--- src/rtl/huffman_code_table_pkg.sv ---
// Shared constants, FSM state type and the length-bucketed code hash
// used by the Huffman code table.
package huffman_pkg;

   localparam int MAX_LEN   = 12;
   localparam int SHORT_LEN = 7;

   localparam logic [7:0] BASE_L8  = 8'd128;
   localparam logic [7:0] BASE_L9  = 8'd192;
   localparam logic [7:0] BASE_L10 = 8'd224;
   localparam logic [7:0] BASE_L11 = 8'd240;
   localparam logic [7:0] BASE_L12 = 8'd248;

   typedef enum logic [0:0] {
      IDLE  = 1'b0,
      CLEAR = 1'b1
   } state_e;

   typedef struct packed {
      logic       legal;
      logic [7:0] idx;
   } hash_t;

   // Each bucket base is aligned to its bucket size, so OR-ing in the path
   // field is the same as adding it.
   function automatic hash_t code_hash(input logic [31:0] len, input logic [11:0] path);
      hash_t h;
      h.legal = 1'b1;
      h.idx   = '0;
      if (len >= 32'd1 && len <= 32'(SHORT_LEN)) begin
         h.idx = {1'b0, path[6:0]};
      end else if (len == 32'd8) begin
         h.idx = BASE_L8 | {2'b00, path[8:3]};
      end else if (len == 32'd9) begin
         h.idx = BASE_L9 | {3'b000, path[9:5]};
      end else if (len == 32'd10) begin
         h.idx = BASE_L10 | {4'b0000, path[10:7]};
      end else if (len == 32'd11) begin
         h.idx = BASE_L11 | {5'b00000, path[11:9]};
      end else if (len == 32'(MAX_LEN)) begin
         h.idx = BASE_L12 | {6'b000000, path[11:10]};
      end else begin
         h.legal = 1'b0;
      end
      return h;
   endfunction

endpackage

--- src/rtl/huffman_code_table_if.sv ---
// Request/response bundle between the code table and its writer/reader.
interface huffman_code_table_if #(
   parameter int CHAR_W = 8,
   parameter int PATH_W = 12,
   parameter int LEN_W  = 4,
   parameter int ADDR_W = 8
);
   logic              clear_start;
   logic              busy;
   logic              wr_en;
   logic [LEN_W-1:0]  wr_len;
   logic [PATH_W-1:0] wr_path;
   logic [CHAR_W-1:0] wr_char;
   logic              wr_done;
   logic              wr_collision;
   logic              wr_error;
   logic              rd_en;
   logic [LEN_W-1:0]  rd_len;
   logic [PATH_W-1:0] rd_path;
   logic              rd_valid;
   logic              rd_hit;
   logic [CHAR_W-1:0] rd_char;
   logic [ADDR_W:0]   entry_count;

   modport master (
      output clear_start, wr_en, wr_len, wr_path, wr_char, rd_en, rd_len, rd_path,
      input  busy, wr_done, wr_collision, wr_error, rd_valid, rd_hit, rd_char, entry_count
   );

   modport slave (
      input  clear_start, wr_en, wr_len, wr_path, wr_char, rd_en, rd_len, rd_path,
      output busy, wr_done, wr_collision, wr_error, rd_valid, rd_hit, rd_char, entry_count
   );
endinterface

--- src/rtl/huffman_code_table_mem.sv ---
// Character storage plus per-entry valid bits: one write port, one registered
// (read-before-write) read port and a single-index valid clear.
module code_table_mem #(
   parameter int CHAR_W = 8,
   parameter int ADDR_W = 8
) (
   input  logic              clk,
   input  logic              rst,
   input  logic              we_i,
   input  logic [ADDR_W-1:0] waddr_i,
   input  logic [CHAR_W-1:0] wdata_i,
   input  logic              re_i,
   input  logic [ADDR_W-1:0] raddr_i,
   input  logic              clr_i,
   input  logic [ADDR_W-1:0] clr_addr_i,
   output logic              wvalid_o,
   output logic              rvalid_o,
   output logic [CHAR_W-1:0] rdata_o
);
   localparam int DEPTH = 1 << ADDR_W;

   logic [CHAR_W-1:0] mem_q [DEPTH];
   logic [CHAR_W-1:0] rdata_q;
   logic [DEPTH-1:0]  valid_q;
   logic              rvalid_q;

   always_ff @(posedge clk) begin
      if (we_i) mem_q[waddr_i] <= wdata_i;
      if (re_i) rdata_q <= mem_q[raddr_i];
   end

   // Valid bits live in flops so reset can wipe the whole table at once.
   always_ff @(posedge clk or posedge rst) begin
      if (rst) begin
         valid_q  <= '0;
         rvalid_q <= 1'b0;
      end else begin
         if (re_i)  rvalid_q <= valid_q[raddr_i];
         if (we_i)  valid_q[waddr_i] <= 1'b1;
         if (clr_i) valid_q[clr_addr_i] <= 1'b0;
      end
   end

   assign wvalid_o = valid_q[waddr_i];
   assign rvalid_o = rvalid_q;
   assign rdata_o  = rdata_q;
endmodule

--- src/rtl/huffman_code_table.sv ---
// Hashed Huffman code table: write/lookup by (length, path), with collision and
// illegal-length flags, occupancy count and a sequential clear sweep.
module huffman_code_table
   import huffman_pkg::*;
#(
   parameter int CHAR_W = 8,
   parameter int PATH_W = 12,
   parameter int LEN_W  = 4,
   parameter int ADDR_W = 8
) (
   input logic                 clk,
   input logic                 rst,
   huffman_code_table_if.slave bus
);
   state_e            state_q, state_d;
   logic [ADDR_W-1:0] sweep_q, sweep_d;
   logic [ADDR_W:0]   count_q, count_d;
   logic              wr_done_q, wr_coll_q, wr_err_q;
   logic              rd_valid_q, rd_legal_q;

   logic [LEN_W-1:0]  wr_len, rd_len;
   logic [PATH_W-1:0] wr_path, rd_path;
   hash_t             wr_h, rd_h;
   logic              idle, wr_ok, wr_bad, rd_go;
   logic              mem_wvalid, mem_rvalid, rd_hit;
   logic [CHAR_W-1:0] mem_rdata;

   assign wr_len  = bus.wr_len;
   assign rd_len  = bus.rd_len;
   assign wr_path = bus.wr_path;
   assign rd_path = bus.rd_path;
   assign wr_h    = code_hash(32'(wr_len), wr_path[11:0]);
   assign rd_h    = code_hash(32'(rd_len), rd_path[11:0]);

   assign idle   = (state_q == IDLE);
   assign wr_ok  = idle && bus.wr_en && wr_h.legal;
   assign wr_bad = idle && bus.wr_en && !wr_h.legal;
   assign rd_go  = idle && bus.rd_en;

   code_table_mem #(
      .CHAR_W (CHAR_W),
      .ADDR_W (ADDR_W)
   ) u_mem (
      .clk        (clk),
      .rst        (rst),
      .we_i       (wr_ok),
      .waddr_i    (wr_h.idx),
      .wdata_i    (bus.wr_char),
      .re_i       (rd_go && rd_h.legal),
      .raddr_i    (rd_h.idx),
      .clr_i      (state_q == CLEAR),
      .clr_addr_i (sweep_q),
      .wvalid_o   (mem_wvalid),
      .rvalid_o   (mem_rvalid),
      .rdata_o    (mem_rdata)
   );

   always_comb begin
      state_d = state_q;
      sweep_d = sweep_q;
      count_d = count_q;
      case (state_q)
         IDLE: begin
            if (wr_ok && !mem_wvalid) count_d = count_q + 1'b1;
            // A write in the same cycle lands first, then the sweep discards it.
            if (bus.clear_start) begin
               state_d = CLEAR;
               sweep_d = '0;
               count_d = '0;
            end
         end
         CLEAR: begin
            sweep_d = sweep_q + 1'b1;
            if (sweep_q == '1) state_d = IDLE;
         end
         default: state_d = IDLE;
      endcase
   end

   always_ff @(posedge clk or posedge rst) begin
      if (rst) begin
         state_q    <= IDLE;
         sweep_q    <= '0;
         count_q    <= '0;
         wr_done_q  <= 1'b0;
         wr_coll_q  <= 1'b0;
         wr_err_q   <= 1'b0;
         rd_valid_q <= 1'b0;
         rd_legal_q <= 1'b0;
      end else begin
         state_q    <= state_d;
         sweep_q    <= sweep_d;
         count_q    <= count_d;
         wr_done_q  <= wr_ok;
         wr_coll_q  <= wr_ok && mem_wvalid;
         wr_err_q   <= wr_bad;
         rd_valid_q <= rd_go;
         rd_legal_q <= rd_go && rd_h.legal;
      end
   end

   assign rd_hit = rd_valid_q && rd_legal_q && mem_rvalid;

   assign bus.busy         = (state_q == CLEAR);
   assign bus.wr_done      = wr_done_q;
   assign bus.wr_collision = wr_coll_q;
   assign bus.wr_error     = wr_err_q;
   assign bus.rd_valid     = rd_valid_q;
   assign bus.rd_hit       = rd_hit;
   assign bus.rd_char      = rd_hit ? mem_rdata : '0;
   assign bus.entry_count  = count_q;
endmodule

--- src/flat_wrapper.sv ---
// flat-port wrapper written by rule: the top's interface ports become plain ports
module huffman_code_table_flat import huffman_pkg::*;
#(
   parameter int CHAR_W = 8,
   parameter int PATH_W = 12,
   parameter int LEN_W  = 4,
   parameter int ADDR_W = 8
)
  (clk, rst, bus_clear_start, bus_wr_en, bus_wr_len, bus_wr_path, bus_wr_char, bus_rd_en, bus_rd_len, bus_rd_path, bus_busy, bus_wr_done, bus_wr_collision, bus_wr_error, bus_rd_valid, bus_rd_hit, bus_rd_char, bus_entry_count);
  huffman_code_table_if #(.CHAR_W(CHAR_W), .PATH_W(PATH_W), .LEN_W(LEN_W), .ADDR_W(ADDR_W)) bus_i ();
  input logic clk;
  input logic rst;
  input wire logic [$bits(bus_i.clear_start)-1:0] bus_clear_start;
  input wire logic [$bits(bus_i.wr_en)-1:0] bus_wr_en;
  input wire logic [$bits(bus_i.wr_len)-1:0] bus_wr_len;
  input wire logic [$bits(bus_i.wr_path)-1:0] bus_wr_path;
  input wire logic [$bits(bus_i.wr_char)-1:0] bus_wr_char;
  input wire logic [$bits(bus_i.rd_en)-1:0] bus_rd_en;
  input wire logic [$bits(bus_i.rd_len)-1:0] bus_rd_len;
  input wire logic [$bits(bus_i.rd_path)-1:0] bus_rd_path;
  output wire logic [$bits(bus_i.busy)-1:0] bus_busy;
  output wire logic [$bits(bus_i.wr_done)-1:0] bus_wr_done;
  output wire logic [$bits(bus_i.wr_collision)-1:0] bus_wr_collision;
  output wire logic [$bits(bus_i.wr_error)-1:0] bus_wr_error;
  output wire logic [$bits(bus_i.rd_valid)-1:0] bus_rd_valid;
  output wire logic [$bits(bus_i.rd_hit)-1:0] bus_rd_hit;
  output wire logic [$bits(bus_i.rd_char)-1:0] bus_rd_char;
  output wire logic [$bits(bus_i.entry_count)-1:0] bus_entry_count;
  assign bus_i.clear_start = bus_clear_start;
  assign bus_i.wr_en = bus_wr_en;
  assign bus_i.wr_len = bus_wr_len;
  assign bus_i.wr_path = bus_wr_path;
  assign bus_i.wr_char = bus_wr_char;
  assign bus_i.rd_en = bus_rd_en;
  assign bus_i.rd_len = bus_rd_len;
  assign bus_i.rd_path = bus_rd_path;
  assign bus_busy = bus_i.busy;
  assign bus_wr_done = bus_i.wr_done;
  assign bus_wr_collision = bus_i.wr_collision;
  assign bus_wr_error = bus_i.wr_error;
  assign bus_rd_valid = bus_i.rd_valid;
  assign bus_rd_hit = bus_i.rd_hit;
  assign bus_rd_char = bus_i.rd_char;
  assign bus_entry_count = bus_i.entry_count;
  huffman_code_table #(.CHAR_W(CHAR_W), .PATH_W(PATH_W), .LEN_W(LEN_W), .ADDR_W(ADDR_W)) u_core (.clk(clk), .rst(rst), .bus(bus_i));
endmodule
--- config.mk ---
export PLATFORM = sky130hd
export DESIGN_NAME = huffman_code_table_flat
export DESIGN_NICKNAME = d
export VERILOG_FILES = /design/src/rtl/huffman_code_table_pkg.sv /design/src/rtl/huffman_code_table_if.sv /design/src/rtl/huffman_code_table_mem.sv /design/src/rtl/huffman_code_table.sv /design/src/flat_wrapper.sv
export SDC_FILE = /design/constraint.sdc
export NUM_CORES = 2
export LEC_CHECK = 0
export CAP_MARGIN = 10
export CORE_ASPECT_RATIO = 0.6
export CORE_UTILIZATION = 35
export CTS_CLUSTER_DIAMETER = 150
export DETAILED_ROUTE_END_ITERATION = 10
export RECOVER_POWER = 25
export SETUP_SLACK_MARGIN = 0.02
export SKIP_LAST_GASP = 1
export SLEW_MARGIN = 30
export SYNTH_ARGS = -nofsm -noshare
export SYNTH_HDL_FRONTEND = slang
export SYNTH_HIERARCHICAL = 1
export SYNTH_SLANG_ARGS = --single-unit
--- constraint.sdc ---
create_clock -name clk -period 8.4 [get_ports clk]
set_input_delay 0.84 -clock clk [delete_from_list [all_inputs] [get_ports clk]]
set_output_delay 0.84 -clock clk [all_outputs]
set_load 0.1 [all_outputs]
==> flow_summary_export.csv <==
group,metric,value,unit
clock_network,clk_transition_reported_paths,0.07,ns
timing,grt_setup_unrepaired,"false",
route,detailedRoute.firstPassIterationCount,7,
clock_network,clock_path_buffers,4,
layout,layout.filler_cells,23400,
global_routing,first_pass_grt_wire_length,397000,um
clock_network,ctsHtreeMaxLevel,4,
critical_path,rr_startpoint,"u_core/u_mem/valid_q[134]$_DFF_PP0_",
power_and_ir_drop,psw,6.31,mW
floorplan,std_cell_rows,146,
global_routing,grt.overflow.total,0,
global_routing,groute.layer.met3.usage,8.47,%
power_and_ir_drop,ir_worst_vdd,176,uV
critical_path,crit_required,8.40,ns
place,post-dp-hpwl,183000,um
status,status,"finished, violations left",
critical_path,critical_path.startpoint,"bus_wr_char[0]",
layout,finalNetCount,5161,
floorplan,io_pins,68,
synth,synth.area.top_cells,"edfxtp_1 66%, mux4_2 16%, dfrtp_1 7.5%, a22oi_1 2.1%, nor2_1 1.9%",
timing,max_freq,138,MHz
power_and_ir_drop,clock_power_share,37.8,%
critical_path,critical-path-top-cell-by-count,"clkbuf_1",
clock_network,worstSkewPairLatency,0.88,ns
timing,holdWs,0.512,ns
timing,final.setup.tns,0,ns
clock_network,clock_sinks,2336,
critical_path,timing.critical_path.slowest_stage_cell,"clkbuf_1",
critical_path,startpoint_to_endpoint_class_of_the_critical_path,"in -> reg",
clock_network,clock_tree.root_cell,"clkbuf_16",
synth,seq_area_frac_synth,73.4,%
power_and_ir_drop,pwr-share-seq,51.2,%
run,drv.max_cap_violation_count,13,
route,drc,0,
floorplan,die-height,403,um
timing,timing.max_slew.rel_slack,-303,%
clock_network,post_cts.repair.setup_buffers,0,
floorplan,fp.dieW,670,um
synth,fraction_of_synthesized_cell_area_taken_by_the_top_area_cell_type,65.9,%
timing,finalHoldViolCount,0,
synth,syn-num-nets,4970,
floorplan,die-area,0.270,mm2
hold_path,worst_min_delay_path_startpoint,"u_core/u_mem/valid_q[222]$_DFF_PP0_",
power_and_ir_drop,total_leakage_power,33.6,nW
global_routing,gr-usage-met1,32.4,%
clock_network,cts_hold_buf,0,
place,place_congestion,0.941,
floorplan,core_area,0.265,mm2
layout,syn2layout_area_growth,13.9,%
critical_path,cp-start-kind,"input port",
floorplan,initial_utilization,35.3,%
timing,slew_viols_final,1235,
power_and_ir_drop,total_power,25.0,mW
route,dr_total_vias,53100,
clock_network,clock_buffers_created_by_tritoncts,205,
critical_path,timing.critical_path.fanout_max,94,
timing,fin_worst_skew,0.0560,ns
timing,setup_viol_count_final,0,
critical_path,crit_path_max_incr_delay,3.27,ns
route,detail-route-antenna-nets,0,
synth,netlist.top_cell.by_area,"edfxtp_1",
critical_path,timing.critical_path.arrival,7.25,ns
route,avgViaCountPerCell,6.01,
power_and_ir_drop,power.combinational.fraction,11.0,%
power_and_ir_drop,switching_share,25.3,%
hold_path,hold_path_class,"reg -> reg",
synth,synth-async-reset-ratio,12.0,%
synth,avg_cell_area_syn,19.0,um2
power_and_ir_drop,pwr_density_cell,234,mW/mm2
global_routing,grt_most_used_layer,"met1",
global_routing,initial_antenna_violation_count,10,
timing,max_slew.worst_pin.slew,6.05,ns
layout,final_layout_size_suffix_gt1_share,26.4,%
global_routing,use_met2,26.2,%
place,port-buffer-count,67,
critical_path,critPathBufInv,2,
synth,synth-main-ff-cell,"edfxtp_1",
critical_path,critPathCaptureType,"register",
clock_network,cts_tree,"built",
synth,synth_seq_cells,2336,
timing,period_needed,7.25,ns
synth,synth.cell_area,0.0937,mm2
route,wire_per_inst,32.1,um
timing,timing.final.ws_setup,1.15,ns
place,post-place-ws,1.22,ns
critical_path,timing.critical_path.cells,"clkbuf_1 -> clkbuf_1",
global_routing,grt_max_degree,155,
power_and_ir_drop,cell_internal_pwr,18.6,mW
critical_path,path_delay_family,"buffers and inverters",
route,drt_iter0_drc,8352,
status,failed_checks,"max-capacitance violations, max-slew violations",
synth,yosysWarnings,6,
global_routing,via_count_of_the_first_global_routing_pass,50700,
synth,synthesis.instances,4923,
global_routing,gr-usage-all-layers,20.6,%
layout,postLayoutCoreUtil,40.3,%
synth,synth.lib_cells_used.distinct,65,
timing,share_of_the_clock_period_used_by_the_worst_path,86.3,%
route,routed_wirelength,284000,um
clock_network,postCtsResizedCells,0,
synth,number_of_synthesized_flops_with_an_enable_pin,2056,
==> cell usage in the layout, fill, tap and decap left out, types with 7 or more instances in the layout <==
| cell | n |
|---|---|
| a21oi_1 | 314 |
| a22oi_1 | 258 |
| a31oi_1 | 7 |
| and2_1 | 19 |
| and3_1 | 7 |
| buf_12 | 22 |
| buf_4 | 210 |
| bufinv_16 | 13 |
| clkbuf_1 | 57 |
| clkbuf_16 | 208 |
| clkbuf_8 | 18 |
| clkdlybuf4s50_1 | 58 |
| clkinv_1 | 31 |
| clkinv_2 | 37 |
| dfrtp_1 | 280 |
| diode_2 | 8 |
| edfxtp_1 | 2056 |
| inv_1 | 9 |
| mux2i_1 | 31 |
| mux4_2 | 647 |
| nand2_1 | 89 |
| nand2b_1 | 16 |
| nand3_1 | 35 |
| nand3b_1 | 7 |
| nand4_1 | 11 |
| nor2_1 | 323 |
| nor2_2 | 159 |
| nor2b_1 | 33 |
| nor3_1 | 12 |
| nor4_1 | 29 |
| o21ai_0 | 16 |
| o221ai_1 | 10 |
| o22a_1 | 81 |
| o22ai_1 | 25 |
| or2_1 | 8 |
| or2_2 | 9 |
==> path summary, 6_finish.rpt <==
kind                       cells past startpoint  slack [ns]                                    end
setup / recovery                               2        1.15    u_core/u_mem/mem_q[10][0]$_DFFE_PP_
hold / removal                                 1        0.51    u_core/u_mem/valid_q[222]$_DFF_PP0_
setup reg to reg                              10        3.72  u_core/bus.entry_count[8]$_DFFE_PP0P_
hold reg to reg                                1        0.51    u_core/u_mem/valid_q[222]$_DFF_PP0_
max in group asynchronous                      2        3.25    u_core/u_mem/valid_q[159]$_DFF_PP0_
min in group asynchronous                      2        0.88          u_core/sweep_q[3]$_DFFE_PP0P_
==> state kept, by name, summed over array words and instances (netlist names) <==
register	flops
u_core/u_mem/mem_q	2048
u_core/u_mem/valid_q	256
u_core/bus.entry_count	9
u_core/sweep_q	8
u_core/u_mem/rdata_o	8
u_core/bus.busy	1
u_core/bus.rd_valid	1
u_core/bus.wr_collision	1
u_core/bus.wr_done	1
u_core/bus.wr_error	1
u_core/rd_legal_q	1
u_core/u_mem/rvalid_o	1
==> stage by stage <==
| step | instances | area [um2] |
|---|---|---|
| final | 8836 | 107000 |
| after global routing | 8831 | 107000 |
| after CTS | 8826 | 107000 |
| after detailed placement | 8457 | 100000 |
| after global placement | 8457 | 99800 |
| after floorplan | 4923 | 93700 |
==> cell type report <==
| class | count | area [um2] | share of cell area [%] |
|---|---|---|---|
| Tap cell | 3552 | 4440 | 4.17 |
| Multi-Input combinational cell | 2251 | 24200 | 22.7 |
| Antenna cell | 8 | 20.0 | 0.0188 |
| Timing Repair Buffer | 309 | 2740 | 2.56 |
| Inverter | 11 | 42.5 | 0.0399 |
| Clock inverter | 98 | 866 | 0.812 |
| Sequential cell | 2336 | 68700 | 64.4 |
| Clock buffer | 271 | 5620 | 5.27 |
==> logic make-up (layout without fill, tap and decap cells) <==
family          Yosys count  count (layout)  synth area share, %
flops                  2336            2336                 73.4
simple gates            798             798                 3.78
compound gates          768             768                 5.35
mux                     682             682                 15.9
buf+inv                 336             689                 1.52
fa+ha+maj                 2               2               0.0267
xor+xnor                  1               1              0.00935
other cells               0               8                    0
==> cells in the mapped netlist, types with 10 or more instances <==
library cell  number
nor2_1           485
and2_1            20
o221ai_1          10
buf_1             35
nand4_1           11
inv_1             10
nand3_1           38
nand2b_1          17
o21ai_0           20
edfxtp_1        2056
mux4_2           647
o22a_1            81
buf_2             63
nor4_1            36
buf_4             13
clkbuf_1         210
a22oi_1          258
o22ai_1           26
nand2_1           90
nor2b_1           34
nor3_1            18
dfrtp_1          280
a21oi_1          320
mux2i_1           31
==> power by group through the flow <==
stage / Combinational [mW] / Sequential, mW / Clock [mW]
after global routing: 2.83 / 12.8 / 9.99
after detailed placement: 2.64 / 13.0 / 0
after global placement: 2.60 / 13.0 / 0
after floorplan: 1.43 / 13.0 / 0
final: 2.75 / 12.8 / 9.42
after CTS: 2.65 / 12.8 / 9.54
==> per-layer routing <==
| metal | wire [um] | up-vias |
|---|---|---|
| met5 | 319 | - |
| li1 | - | 20600 |
| met3 | 41600 | 447 |
| met2 | 110000 | 3483 |
| met4 | 6130 | 12 |
| met1 | 125000 | 28500 |
Power figures use the tool's default switching activity.
